--- config.mk ---
export PLATFORM = sky130hd
export DESIGN_NAME = mux4_reg_rr_arbiter
export DESIGN_NICKNAME = d
export VERILOG_FILES = /design/src/rtl/mux4_arb_pkg.sv /design/src/rtl/mux4_load_reg.sv /design/src/rtl/mux4_reg_rr_arbiter.sv
export SDC_FILE = /design/constraint.sdc
export NUM_CORES = 1
export LEC_CHECK = 0
export BUFFER_PORTS_ARGS = -buffer_cell sky130_fd_sc_hd__buf_4
export CAP_MARGIN = 20
export CORE_MARGIN = 2
export CORE_UTILIZATION = 53
export CTS_CLUSTER_SIZE = 16
export DETAILED_ROUTE_END_ITERATION = 10
export PLACE_DENSITY = 0.77
export SYNTH_ARGS = -nofsm -noshare
export SYNTH_HDL_FRONTEND = slang
export SYNTH_SLANG_ARGS = --single-unit
--- constraint.sdc ---
create_clock -name clk -period 2.6 [get_ports clk]
set_clock_uncertainty 0.15 [all_clocks]
set_input_delay 0.26 -clock clk [delete_from_list [all_inputs] [get_ports clk]]
set_output_delay 0.26 -clock clk [all_outputs]
set_load 0.01 [all_outputs]
--- src/rtl/mux4_arb_pkg.sv ---
// Shared types and the round-robin pick function for the mux4 register arbiter.
package mux4_arb_pkg;
   localparam int N_REQ = 4;
   localparam int SEL_W = 2;
   localparam int CNT_W = 4;

   typedef enum logic {IDLE, BUSY} state_t;

   // Returns the first set request scanning last+1, last+2, ... modulo N_REQ.
   // The scan runs from lowest to highest priority, so the highest-priority hit is written last.
   function automatic logic [SEL_W-1:0] rr_pick(input logic [N_REQ-1:0] req,
                                                input logic [SEL_W-1:0] last);
      logic [SEL_W-1:0] idx;
      rr_pick = last;
      for (int i = N_REQ; i >= 1; i--) begin
         idx = last + SEL_W'(i);
         if (req[idx]) rr_pick = idx;
      end
   endfunction
endpackage

--- src/rtl/mux4_load_reg.sv ---
// 4:1 data mux feeding a load-enabled register with asynchronous active-low clear.
module mux4_load_reg
   import mux4_arb_pkg::*;
#(
   parameter int WIDTH = 1
) (
   input  logic                        clk,
   input  logic                        rstn,
   input  logic                        load,
   input  logic [SEL_W-1:0]            sel,
   input  logic [N_REQ-1:0][WIDTH-1:0] d,
   output logic [WIDTH-1:0]            q
);
   always_ff @(posedge clk or negedge rstn) begin
      if (!rstn)     q <= '0;
      else if (load) q <= d[sel];
   end
endmodule

--- src/rtl/mux4_reg_rr_arbiter.sv ---
// Round-robin scheduler sharing one muxed storage register among four requesters,
// granting each winner a bounded tenure of up to HOLD_CYCLES load cycles.
module mux4_reg_rr_arbiter
   import mux4_arb_pkg::*;
#(
   parameter int WIDTH       = 1,
   parameter int HOLD_CYCLES = 2
) (
   input  logic             clk,
   input  logic             rstn,
   input  logic [3:0]       req,
   input  logic [WIDTH-1:0] d0,
   input  logic [WIDTH-1:0] d1,
   input  logic [WIDTH-1:0] d2,
   input  logic [WIDTH-1:0] d3,
   output logic [3:0]       grant,
   output logic [1:0]       sel,
   output logic             busy,
   output logic             done,
   output logic [WIDTH-1:0] q
);
   state_t                      state;
   logic [CNT_W-1:0]            cnt;
   logic [SEL_W-1:0]            last;
   logic [SEL_W-1:0]            pick;
   logic                        load;
   logic [N_REQ-1:0][WIDTH-1:0] d_vec;

   assign d_vec = {d3, d2, d1, d0};
   assign pick  = rr_pick(req, last);
   // sel is registered with the grant, so req[sel] is the current holder's request.
   assign load  = busy & req[sel];

   always_ff @(posedge clk or negedge rstn) begin
      if (!rstn) begin
         state <= IDLE;
         grant <= '0;
         sel   <= '0;
         busy  <= 1'b0;
         done  <= 1'b0;
         cnt   <= '0;
         last  <= SEL_W'(N_REQ - 1);
      end else begin
         done <= 1'b0;
         case (state)
            IDLE: begin
               if (|req) begin
                  grant <= N_REQ'(1) << pick;
                  sel   <= pick;
                  busy  <= 1'b1;
                  cnt   <= CNT_W'(HOLD_CYCLES - 1);
                  state <= BUSY;
               end
            end
            BUSY: begin
               if (cnt == '0 || !req[sel]) begin
                  state <= IDLE;
                  grant <= '0;
                  busy  <= 1'b0;
                  last  <= sel;
                  done  <= 1'b1;
               end else begin
                  cnt <= cnt - CNT_W'(1);
               end
            end
            default: state <= IDLE;
         endcase
      end
   end

   mux4_load_reg #(.WIDTH(WIDTH)) u_load_reg (
      .clk  (clk),
      .rstn (rstn),
      .load (load),
      .sel  (sel),
      .d    (d_vec),
      .q    (q)
   );
endmodule

==> run summary <==
status - finished clean
share of layout cells above drive strength 1 - 26.4%
Seq/Total Area, Yosys - 40.4%
r2r startpoint - sel[0]
met3 WL - 186 um
Vias/cell - 5.88
Top Ports - 19
cell area after layout - 1160 um2
Synthesized Nets - 123
Slew @ Worst Pin - 0.542 ns
Synth Cell Area - 998 um2
max_cap viols - 0
Worst-path clk slew - 0.09 ns
Core ar. - 1750 um2
PortBufs - 18
crit path kind - reg -> reg
Final setup violation count - 0
GRT Residual Overflow - 0
fill cell count - 148
vias in the first global route - 799
initial drt markers - 21
highest clock rate - 533 MHz
Vias - 882
WL per Instance - 14.5 um
Netlist cell types - 35
Primary FF master, synth - dfrtp_1
Initial Util - 57.2%
DIE HEIGHT - 47.4 um
RSZ-0062 raised after global routing - false
#FFs+latches synth - 16
Fin. Hold Viols - 0
Pwr Total - 1.36 mW
DP Area - 1120 um2
PwrDens - 1170 nW/um2
initial antenna violation count - 0
cell taking the most area after synthesis - dfrtp_1
Area Overhead vs Synth - 16.7%
top sig layer - met4
share of the synthesized area in the top cell type - 35.1%
CTS tree - built
Detail Route Antenna Nets - 0
Pre-Repair DR Iteration Count - 4
min cycle time layout - 1.88 ns
final HPWL from detailed placement - 1570 um
largest net degree at the start of global routing - 17
met1 WL - 975 um
die outline area - 2250 um2
antenna fix cells - 0
Syn Inst Count - 111
Max VDD drop - 742 uV
top cells by area, synth - dfrtp_1 35%, dfstp_2 5.3%, nand2_1 5.3%
Rows - 15
GP Congestion - 0.815
CP endpoint kind - flip-flop
relative slew slack - 63.5%
Clk Latency, worst-skew pair - 0.30 ns
number of synthesized flops with an enable pin - 0
GRT Total Usage - 22.7%
setup TNS - 0 ns
Tcrit/Tclk final - 72.2%
crit path from - sel[0]
FFs w/ async S/R, synth - 100%
CP Launch Type - flip-flop
Final Util - 66.7%
DRC violations left - 0
CTS root buf - clkbuf_4
Pleak - 0.529 nW
post-CTS sizing - 0
clk buf depth - 2
crit path DAT - 1.96 ns
number of nets in the final layout - 138
first-pass GRT wire length - 3480 um
H-tree lvl count - 1
Critical Path RT - 2.68 ns
clock sink count - 16
synthesized area per cell - 9.00 um2
multi-input logic area - 538 um2
reg2reg path depth - 4
HP Class - in -> async
detailed-route wire length - 2170 um
Setup Fix Bufs, Post-CTS - 0
synth cell count leaders - 14 x dfrtp_1, 14 x nand2_1, 9 x a21oi_1, 9 x nor2_1, 7 x nand2b_1
Slew Limit Fails - 0
Num CTS Buffers - 3
Reg area - 403 um2
CP Max Fanout - 8
Die Span X - 47.4 um
Syn. warnings - 0
metal2 WL - 987 um
## final timing paths
| kind | end | slack (ns) |
|---|---|---|
| max in group asynchronous | last[1] | 1.86 |
| min | sel[1] | 0.20 |
| max reg2reg | last[1] | 0.72 |
| max | last[1] | 0.72 |
| min reg2reg | cnt[0] | 0.36 |
| min in group clk | grant[0] | 0.23 |
## metal layers
metal	GRT usage [%]	vias to the layer above
met3	6.92	5
li1	-	423
met1	30.9	420
met4	6.11	0
met2	35.1	34
met5	0	-
## worst max-delay path, stage by stage, from the launching register on
cell and delay, ns:
dfrtp_1 0.50, mux4_2 0.57, o21ai_2 0.09, and2_4 0.21
mux2_4 0.30
## through the flow
stage	hold WS (ns)	setup WS, ns	std cells
5_1_grt	0.231	0.645	150
3_5_place_dp	-0.0200	0.730	145
6_report	0.200	0.723	150
4_1_cts	0.203	0.713	150
2_1_floorplan	-0.186	0.736	111
3_3_place_gp	-0.0230	0.807	145
## sequential cells by signal, summed over array words and instances (netlist names)
name and cells:
done 1, sel 2, cnt 4, last 2, busy 1, state 1
u_load_reg.q 1, grant 4
## area by class of cell
type                    count  area share [%]
multi-input cells          83            46.2
flip-flops and latches     16            34.6
repair buffers             19            12.5
inverters                   3           0.967
well taps                  25            2.69
clock buffers               4            3.11
## placed cells by master, fill, tap and decap left out, drive strengths merged
cell         netlist  routed
and2               2       2
nor2b              1       1
o22ai              6       6
mux4               2       2
or2                1       1
nand2             14      14
nor2               9       9
nor4               2       2
and3               1       1
or3                1       1
or3b               1       1
inv                3       3
mux2i              4       4
o21ai              5       5
a21o               1       1
dfstp              2       2
nor3               3       3
a21oi              9       9
nand2b             7       7
mux2               3       3
ha                 2       2
o2bb2ai            1       1
a31o               1       1
dfrtp             14      14
nand3              4       4
nor4b              1       1
clkbuf             6       4
o211ai             2       2
dlygate4sd3        0       1
buf                3      18
## where the power goes
part | switching, mW | internal [mW] | leakage (nW)
logic | 0.328 | 0.342 | 0.311
registers | 0.151 | 0.379 | 0.196
clock network | 0.0779 | 0.0855 | 0.0210
## what timing repair did
item,CTS,global route
setup endpoints to repair,0,0
hold buffers,1,0
endpoints found under the hold margin,16,0
## cells by family (layout without fill, tap and decap cells)
| family | Yosys count | after routing | share of synthesized area (%) |
|---|---|---|---|
| fa+ha+maj | 2 | 2 | 2.51 |
| mux | 9 | 9 | 12.7 |
| flops | 16 | 16 | 40.4 |
| compound gates | 25 | 25 | 15.2 |
| simple gates | 47 | 47 | 23.6 |
| buf+inv | 12 | 26 | 5.76 |
Note: power is estimated with default switching activity, not from simulation.
